## src/rtl/bg_noise_if.sv

```systemverilog
// Bus between the background-noise estimator and its producer/consumer.
// The vector source drives start/abort/PeriodData; the estimator returns the
// averaged noise vector plus status.
interface bg_noise_if #(
    parameter int LANES   = 16,
    parameter int DATA_W  = 8,
    parameter int NOISE_W = 16
);
    logic                       start;
    logic                       abort;
    logic                       in_valid;
    logic                       in_ready;
    logic [LANES*DATA_W-1:0]    PeriodData;
    logic [LANES*NOISE_W-1:0]   BgNoise;
    logic                       noise_valid;
    logic                       busy;
    logic                       done;

    modport master (
        output start, abort, in_valid, PeriodData,
        input  in_ready, BgNoise, noise_valid, busy, done
    );

    modport slave (
        input  start, abort, in_valid, PeriodData,
        output in_ready, BgNoise, noise_valid, busy, done
    );
endinterface

```

## src/rtl/bg_noise_estimator.sv

```systemverilog
// Background-noise estimator: averages 2^LOG2_AVG noise-only period vectors
// per lane and publishes a held per-lane noise vector for the subtractor.

// One lane: sign-extending accumulator plus the published noise word.
module bg_noise_lane #(
    parameter int DATA_W   = 8,
    parameter int NOISE_W  = 16,
    parameter int LOG2_AVG = 4
) (
    input  logic                       clk,
    input  logic                       rst_n,
    input  logic                       clr,
    input  logic                       acc_en,
    input  logic                       fin,
    input  logic signed [DATA_W-1:0]   sample,
    output logic signed [NOISE_W-1:0]  noise
);
    localparam int ACC_W = DATA_W + LOG2_AVG;

    logic signed [ACC_W-1:0] acc;
    logic signed [ACC_W-1:0] avg;

    // Floor division by N; the result always fits in DATA_W bits.
    assign avg = acc >>> LOG2_AVG;

    // Lane sum: cleared on start, grows by one sign-extended sample per accept.
    always_ff @(posedge clk or negedge rst_n) begin
        if (!rst_n)
            acc <= '0;
        else if (clr)
            acc <= '0;
        else if (acc_en)
            acc <= acc + ACC_W'(sample);
    end

    // Published word only moves on the FINAL edge, so it stays stable while recalibrating.
    always_ff @(posedge clk or negedge rst_n) begin
        if (!rst_n)
            noise <= '0;
        else if (fin)
            noise <= NOISE_W'(avg);
    end
endmodule

module bg_noise_estimator #(
    parameter int LANES    = 16,
    parameter int DATA_W   = 8,
    parameter int NOISE_W  = 16,
    parameter int LOG2_AVG = 4
) (
    input  logic      clk,
    input  logic      rst_n,
    bg_noise_if.slave bus
);
    typedef enum logic [1:0] {IDLE, ACCUM, FINAL} state_t;

    state_t                           state, state_nxt;
    logic [LOG2_AVG-1:0]              cnt;
    logic                             clr, acc_en, fin;
    logic                             in_ready, busy;
    logic                             done_q, noise_valid_q;
    logic [LANES-1:0][DATA_W-1:0]     samples;
    logic [LANES-1:0][NOISE_W-1:0]    noise;

    assign samples         = bus.PeriodData;
    assign bus.BgNoise     = noise;
    assign bus.in_ready    = in_ready;
    assign bus.busy        = busy;
    assign bus.done        = done_q;
    assign bus.noise_valid = noise_valid_q;

    // State register.
    always_ff @(posedge clk or negedge rst_n) begin
        if (!rst_n)
            state <= IDLE;
        else
            state <= state_nxt;
    end

    // Next-state and control decode; abort wins over a simultaneous valid vector.
    always_comb begin
        state_nxt = state;
        in_ready  = 1'b0;
        busy      = 1'b0;
        clr       = 1'b0;
        acc_en    = 1'b0;
        fin       = 1'b0;
        case (state)
            IDLE: begin
                if (bus.start) begin
                    clr       = 1'b1;
                    state_nxt = ACCUM;
                end
            end
            ACCUM: begin
                in_ready = 1'b1;
                busy     = 1'b1;
                if (bus.abort) begin
                    state_nxt = IDLE;
                end else if (bus.in_valid) begin
                    acc_en = 1'b1;
                    if (cnt == {LOG2_AVG{1'b1}})
                        state_nxt = FINAL;
                end
            end
            FINAL: begin
                busy      = 1'b1;
                fin       = 1'b1;
                state_nxt = IDLE;
            end
            default: state_nxt = IDLE;
        endcase
    end

    // Accept counter; wraps to 0 on the last accept of a calibration.
    always_ff @(posedge clk or negedge rst_n) begin
        if (!rst_n)
            cnt <= '0;
        else if (clr)
            cnt <= '0;
        else if (acc_en)
            cnt <= cnt + LOG2_AVG'(1);
    end

    // done pulses with the BgNoise update; noise_valid is sticky until reset.
    always_ff @(posedge clk or negedge rst_n) begin
        if (!rst_n) begin
            done_q        <= 1'b0;
            noise_valid_q <= 1'b0;
        end else begin
            done_q        <= fin;
            noise_valid_q <= noise_valid_q | fin;
        end
    end

    genvar i;
    generate
        for (i = 0; i < LANES; i++) begin : g_lane
            bg_noise_lane #(
                .DATA_W   (DATA_W),
                .NOISE_W  (NOISE_W),
                .LOG2_AVG (LOG2_AVG)
            ) u_lane (
                .clk    (clk),
                .rst_n  (rst_n),
                .clr    (clr),
                .acc_en (acc_en),
                .fin    (fin),
                .sample (samples[i]),
                .noise  (noise[i])
            );
        end
    endgenerate
endmodule

```

## src/flat_wrapper.sv

```systemverilog
// flat-port wrapper written by rule: the top's interface ports become plain ports
module bg_noise_estimator_flat 
#(
    parameter int LANES    = 16,
    parameter int DATA_W   = 8,
    parameter int NOISE_W  = 16,
    parameter int LOG2_AVG = 4
)
  (clk, rst_n, bus_start, bus_abort, bus_in_valid, bus_PeriodData, bus_in_ready, bus_BgNoise, bus_noise_valid, bus_busy, bus_done);
  bg_noise_if #(.LANES(LANES), .DATA_W(DATA_W), .NOISE_W(NOISE_W)) bus_i ();
  input  logic clk;
  input  logic rst_n;
  input wire logic [$bits(bus_i.start)-1:0] bus_start;
  input wire logic [$bits(bus_i.abort)-1:0] bus_abort;
  input wire logic [$bits(bus_i.in_valid)-1:0] bus_in_valid;
  input wire logic [$bits(bus_i.PeriodData)-1:0] bus_PeriodData;
  output wire logic [$bits(bus_i.in_ready)-1:0] bus_in_ready;
  output wire logic [$bits(bus_i.BgNoise)-1:0] bus_BgNoise;
  output wire logic [$bits(bus_i.noise_valid)-1:0] bus_noise_valid;
  output wire logic [$bits(bus_i.busy)-1:0] bus_busy;
  output wire logic [$bits(bus_i.done)-1:0] bus_done;
  assign bus_i.start = bus_start;
  assign bus_i.abort = bus_abort;
  assign bus_i.in_valid = bus_in_valid;
  assign bus_i.PeriodData = bus_PeriodData;
  assign bus_in_ready = bus_i.in_ready;
  assign bus_BgNoise = bus_i.BgNoise;
  assign bus_noise_valid = bus_i.noise_valid;
  assign bus_busy = bus_i.busy;
  assign bus_done = bus_i.done;
  bg_noise_estimator #(.LANES(LANES), .DATA_W(DATA_W), .NOISE_W(NOISE_W), .LOG2_AVG(LOG2_AVG)) u_core (.clk(clk), .rst_n(rst_n), .bus(bus_i));
endmodule
```

## config.mk

```make
export PLATFORM = sky130hd
export DESIGN_NAME = bg_noise_estimator_flat
export DESIGN_NICKNAME = d
export VERILOG_FILES = /design/src/rtl/bg_noise_if.sv /design/src/rtl/bg_noise_estimator.sv /design/src/flat_wrapper.sv
export SDC_FILE = /design/constraint.sdc
export NUM_CORES = 1
export LEC_CHECK = 0
export ABC_CLOCK_PERIOD_IN_PS = 2400
export CORE_ASPECT_RATIO = 1.75
export CORE_MARGIN = 1.5
export CORE_UTILIZATION = 50
export CTS_BUF_LIST = sky130_fd_sc_hd__clkbuf_4 sky130_fd_sc_hd__clkbuf_8
export CTS_CLUSTER_DIAMETER = 120
export CTS_CLUSTER_SIZE = 20
export DETAILED_ROUTE_END_ITERATION = 10
export PLACE_DENSITY = 0.77
export SYNTH_ARGS = -nofsm -noshare
export SYNTH_HDL_FRONTEND = slang
export SYNTH_SLANG_ARGS = --single-unit
```

## constraint.sdc

```tcl
create_clock -name clk -period 2.4 [get_ports clk]
set_input_delay 0.36 -clock clk [delete_from_list [all_inputs] [get_ports clk]]
set_output_delay 0.36 -clock clk [all_outputs]
set_load 0.005 [all_outputs]
```

==> flow_summary.toml, run 1 <==
[clock_network]
cts_tree = "yes"
cts_buffers = 20
clk_pin_slew_ns = 0.13
htree_levels = 1
insertion_delay_ns = 0.59
ctsLongestPathBuffers = 3
clock_sinks = 328
cts_root_buf = "clkbuf_8"

[worst_setup_path]
crit_top_cell = "buf_4"
critPathRequiredTime_ns = 2.88
critPathCaptureType = "flop"
crit_chain = "ha_1 -> nor2b_1 -> buf_4 -> nand2_4 -> buf_12 -> buf_4 -> nor4b_1 -> a31o_1 -> or3_1"
critPathSlowestCell = "dfrtp_1"
cp_data_arrival_time_ns = 2.78
critPathKind = "reg -> reg"
slowest_delay_ns = 0.42
startpoint_type = "flop"
critical_path_peak_fanout = 21

[cells_and_area]
fillers = 3385
syn_to_final_growth_pct = 28.2
layout.nets = 3009
drive_gt1_share_pct = 17.1

[synthesis]
synth-seq-cells = 328
syn_nets = 2527
synth_ff_type = "dfrtp_1"
netlist_instances = 2198
synth_cell_types = 39
synth_edf_count = 0
yosysSeqAreaShare_pct = 38.5
yosysWarnings = 0
syn_area_um2 = 21300
syn_area_per_cell_um2 = 9.69
ys_async_sr_fraction_pct = 100

[place]
hpwl_um = 43000
dp_slack_ns = -0.308
portBuffers = 392
gp_congestion = 0.931

[sta]
fmax_mhz = 435
period_share_pct = 95.8
fin_ws_ns = 0.101
worstMarginPinSlew_ns = 0.608
setup_viol = 0
skew_ns = 0.0238
min_period_ns = 2.30
rsz0062_at_grt = "false"
slew_violations = 0
slew-limit-headroom_pct = 59.4
finalSetupTns_ns = 0
hold_viol = 0

[detailed_routing]
via_per_inst = 5.66
drc = 0
ant_nets = 0
routed_wl_um = 57700
wire_per_inst_um = 17.8
dr.pass1.iters = 5
via_count = 18354
drt_iter0_markers = 720

[die]
start_util_pct = 50.9
pin_count = 393
die_w_um = 159
rows = 99
fp.dieH_um = 276
core_area_um2 = 41900
die-area_um2 = 43900

[grt]
first_global_vias = 19469
grt_util_met1_pct = 27.3
antenna_found_initial = 11
grt_pass1_wl_um = 94700
top_usage_layer = "met2"
track_usage_pct = 26.1
use_met2_pct = 49.5
grt_overflow = 0
grt_use_met3_pct = 3.36
grt_max_degree = 88

[min_path]
hold_path.class = "in -> async"

[power]
leakagePower_nw = 12.4
irDropWorstVdd_mv = 0.718
power_density_nw_per_um2 = 1120
p_total_mw = 30.6

[outcome]
status = "completed"

[flow_run]
maxCapViolations = 0
final timing paths:
kind	start	endpoint	slack (ns)	cells after the start
worst max-delay path	u_core.state[0]	u_core.g_lane[4].u_lane.acc[11]	0.10	9
worst min-delay path	rst_n	u_core.g_lane[9].u_lane.acc[1]	0.25	2
worst max register to register	u_core.state[0]	u_core.g_lane[4].u_lane.acc[11]	0.10	9
worst min register to register	u_core.bus.noise_valid	u_core.bus.noise_valid	0.49	1
max in group asynchronous	rst_n	u_core.g_lane[12].u_lane.noise[6]	1.28	4
min in group clk	u_core.bus.noise_valid	u_core.bus.noise_valid	0.49	1
layout make-up:
type                       instances  area [µm²]  area share (%)
multi-input combinational       1607       11600            42.6
sequential                       328        8210            30.0
timing repair buffer             672        6260            22.9
tap                              555         694            2.54
clock buffer                      21         289            1.06
inverter                          51         191           0.701
antenna                            9        22.5          0.0824
clock inverter                     1        16.3          0.0595
layer usage:
metal	part of all wire, %	up-vias
li1	-	8647
met1	37	9044
met2	54	501
met3	4.3	156
met4	4.9	6
met5	0.078	-
cells in the mapped netlist (all sizes together), types with 51 or more instances:
cell | count | share of area [%]
nor2 | 75 | 1.3
inv | 51 | 0.90
ha | 180 | 11
dfrtp | 328 | 39
mux2 | 128 | 6.8
a21oi | 266 | 6.2
xnor2 | 113 | 4.6
o21ai | 128 | 3.0
buf | 171 | 5.5
nand2 | 298 | 5.2
a211oi | 74 | 2.6
placed cells by master (no fill, tap or decap), drive strengths merged, types with 75 or more instances in the layout:
cell and instances:
nand2 298, a21oi 266, clkdlybuf4s50 390, mux2 128, xnor2 113, nor2 75, o21ai 128, dfrtp 328
ha 180, buf 280
report_power, final:
group	internal (mW)	switching, mW	leakage, nW
combinational	10.3	7.95	7.85
sequential	7.71	2.08	4.41
clock	0.808	1.79	0.158
total	18.8	11.8	12.4
per-stage QoR:
stage | cell area, µm² | util [%] | std cells | hold slack (ns)
after floorplan | 21300 | - | 2198 | 0.0644
after global placement | 26900 | 64.4 | 3211 | 0.308
after detailed placement | 26900 | 64.4 | 3211 | 0.311
after CTS | 27300 | 65.1 | 3234 | 0.243
after global routing | 27300 | 65.2 | 3243 | 0.270
final | 27300 | 65.2 | 3244 | 0.253
state kept, by name (all words and copies together) (netlist names):
signal	flops
u_core.g_lane.u_lane.noise	128
u_core.bus.done	1
u_core.bus.noise_valid	1
u_core.cnt	4
u_core.state	2
u_core.g_lane.u_lane.acc	192
cell families (layout without fill, tap and decap cells):
family / Yosys count / after routing / share of synthesized area, %
multiplexers: 144 / 144 / 7.52
other: 0 / 9 / 0
flip-flops: 328 / 328 / 38.5
AO/OA/AOI/OAI: 565 / 565 / 15.3
adder cells (fa/ha/maj): 196 / 196 / 12.1
AND/OR/NAND/NOR: 571 / 571 / 14.1
XOR/XNOR: 131 / 131 / 5.38
buffers and inverters: 263 / 745 / 7.11
critical path, delay by kind of cell, from the launching register on:
| kind | cells | cell delay [ns] |
|---|---|---|
| AO/OA/AOI/OAI | 1 | 0.23 |
| adder cells (fa/ha/maj) | 1 | 0.26 |
| buffers and inverters | 3 | 0.54 |
| flip-flops | 1 | 0.42 |
| AND/OR/NAND/NOR | 4 | 0.71 |
repair_timing:
action / in CTS / in global routing
hold endpoints to repair: 37 / 0
setup endpoints to repair: 1 / 10
pin swaps: 0 / 1
buffers inserted: 0 / 1
hold buffers: 1 / 0
gates resized for setup: 1 / 6
(Power assumes the default switching activity.)
==> run 2: changes to the inputs <==
--- a/config.mk
+++ b/config.mk
@@ -14,6 +14,8 @@
 export CTS_CLUSTER_SIZE = 20
 export DETAILED_ROUTE_END_ITERATION = 10
 export PLACE_DENSITY = 0.77
+export RECOVER_POWER = 25
+export REMOVE_ABC_BUFFERS = 1
 export SYNTH_ARGS = -nofsm -noshare
 export SYNTH_HDL_FRONTEND = slang
 export SYNTH_SLANG_ARGS = --single-unit
==> run 2 against run 1 <==
  * The flow now finishes with violations (max-capacitance violations, max-slew violations)
  * Global-route usage decreased by 0.33 points
  * Non-clock buffer count increased by 9
  * Power about the same
  * Cell count increased by 0.15%
  * Clock skew decreased by 0.0011 ns
  * Largest power group unchanged
==> flow_summary.toml, run 2 (synthesis results as in run 1) <==
[outcome]
status = "finished with violations"
violations = "max-capacitance violations, max-slew violations"

[detailed_routing]
drc = 0
wire_per_inst_um = 17.5
drt_iter0_markers = 762
via_count = 18300
ant_nets = 0
routed_wl_um = 57000
via_per_inst = 5.63
dr.pass1.iters = 5

[sta]
fin_ws_ns = 0.132
fmax_mhz = 441
holdWs_ns = 0.492
worstMarginPinSlew_ns = 1.64
skew_ns = 0.0227
setup_viol = 0
rsz0062_at_grt = "false"
slew_violations = 56
hold_viol = 0
min_period_ns = 2.27
slew-limit-headroom_pct = -9.39
period_share_pct = 94.5

[worst_setup_path]
critPathSlowestCell = "dfrtp_1"
r2r_end = "u_core.g_lane[3].u_lane.acc[11]"
slowest_delay_ns = 0.42
critical_path_peak_fanout = 4
crit_chain = "ha_1 -> o211ai_1 -> o21ai_1 -> a31oi_1 -> nand4bb_4 -> a31o_1 -> or3_1"
reg2regPathDepth = 7
critPathCapture = "u_core.g_lane[3].u_lane.acc[11]"
critPathKind = "reg -> reg"
reg2reg_setup_slack_ns = 0.13
critPathCaptureType = "flop"
startpoint_type = "flop"
cp_data_arrival_time_ns = 2.74
critPathRequiredTime_ns = 2.87
regToRegStartpoint = "u_core.g_lane[3].u_lane.acc[4]"
cp-startpoint = "u_core.g_lane[3].u_lane.acc[4]"

[grt]
grt_max_degree = 89
top_usage_layer = "met2"
grt_overflow = 0
grt_use_met3_pct = 3.03
antenna_found_initial = 7
first_global_vias = 19436
grt_pass1_wl_um = 93700
track_usage_pct = 25.8
use_met2_pct = 48.6
grt_util_met1_pct = 27.5

[cells_and_area]
fin_area_um2 = 27300
top_register = "u_core.g_lane.u_lane.acc"
fillers = 3384
syn_to_final_growth_pct = 28.3
top_regs = "u_core.g_lane.u_lane.acc (192), u_core.g_lane.u_lane.noise (128), u_core.cnt (4)"
layout.cells.most_common_list = "clkdlybuf4s50_1, dfrtp_1, nand2_1"
layout.nets = 3018
finalNonFillerCells = 3249
final_common_cell = "clkdlybuf4s50_1"
drive_gt1_share_pct = 17.3
largest_reg_flops = 192

[clock_network]
cts_buffers = 20
htree_levels = 1
cts_tree = "yes"
clock_sinks = 328
clk_pin_slew_ns = 0.13
cts_setup_buffers = 0
cts_root_buf = "clkbuf_8"
ctsLongestPathBuffers = 3
insertion_delay_ns = 0.60

[power]
power_density_nw_per_um2 = 1120
irDropWorstVdd_mv = 0.779
p_total_mw = 30.6
leakagePower_nw = 12.4

[flow_run]
maxCapViolations = 1

[die]
die_w_um = 159
die-area_um2 = 43900
start_util_pct = 50.9
rows = 99
fp.dieH_um = 276
core_area_um2 = 41900
pin_count = 393

[place]
hpwl_um = 43200
dp_cells = 3221
dpl_cell_area_um2 = 27000
gp_congestion = 0.927
portBuffers = 392
dp_slack_ns = -0.297

[min_path]
hold_path.class = "reg -> reg"
[run 2: cell count changes in the layout (fill, tap and decap cells not counted), moves of 2 or more]
cell	before	now
diode_2	9	5
o21ai_2	3	1
clkbuf_2	0	2
o21ai_1	13	15
buf_4	259	269
buf_6	3	1
[run 2: through the flow]
stage | util (%) | setup TNS (ns)
detailed placement | 64.5 | -8.97
finish | 65.3 | 0
global placement | 64.5 | -5.60
floorplan | - | -651.62
CTS | 65.3 | 0
global route | 65.3 | 0
[run 2: cell type report]
cell class,count,area [µm²],share of cell area [%]
Clock inverter,1,16.3,0.0595
Antenna cell,5,12.5,0.0458
Sequential cell,328,8210,30.0
Timing Repair Buffer,681,6290,23.0
Multi-Input combinational cell,1607,11600,42.6
Inverter,51,191,0.700
Tap cell,555,694,2.54
Clock buffer,21,289,1.06
[run 2: how the worst min path moves through the flow]
stage                            from                               end  slack, ns  depth (start not counted)
4_1_cts                         rst_n    u_core.g_lane[4].u_lane.acc[4]       0.27                          2
6_report       u_core.bus.noise_valid            u_core.bus.noise_valid       0.49                          1
3_5_place_dp                    rst_n  u_core.g_lane[5].u_lane.noise[0]       0.34                          1
2_1_floorplan                   rst_n                   u_core.bus.done       0.06                          0
5_1_grt        u_core.bus.noise_valid            u_core.bus.noise_valid       0.50                          1
3_3_place_gp                    rst_n  u_core.g_lane[5].u_lane.noise[0]       0.34                          1
[run 2: where the power goes]
part | switching (mW) | internal (mW)
Combinational | 7.99 | 10.3
Sequential | 1.98 | 7.71
Clock | 1.80 | 0.808
Total | 11.8 | 18.9
[run 2: what timing repair did]
item,4_1_cts,5_1_grt
hold buffers,1,0
setup endpoints to repair,0,1
resized for setup,0,1
endpoints found under the hold margin,52,0
[run 2: routing by layer]
layer	wire, µm	vias to the layer above
met1	21300	9007
li1	-	8673
met5	24	-
met3	2190	151
met4	3010	4
met2	30400	465
[run 2: worst max-delay path: cells and delay by family, from the launching register on]
| family | cells | cell delay, ns |
|---|---|---|
| AOI/OAI and AO/OA | 4 | 0.76 |
| and+or+nand+nor | 2 | 0.62 |
| DFF | 1 | 0.42 |
| adders and majority gates | 1 | 0.36 |
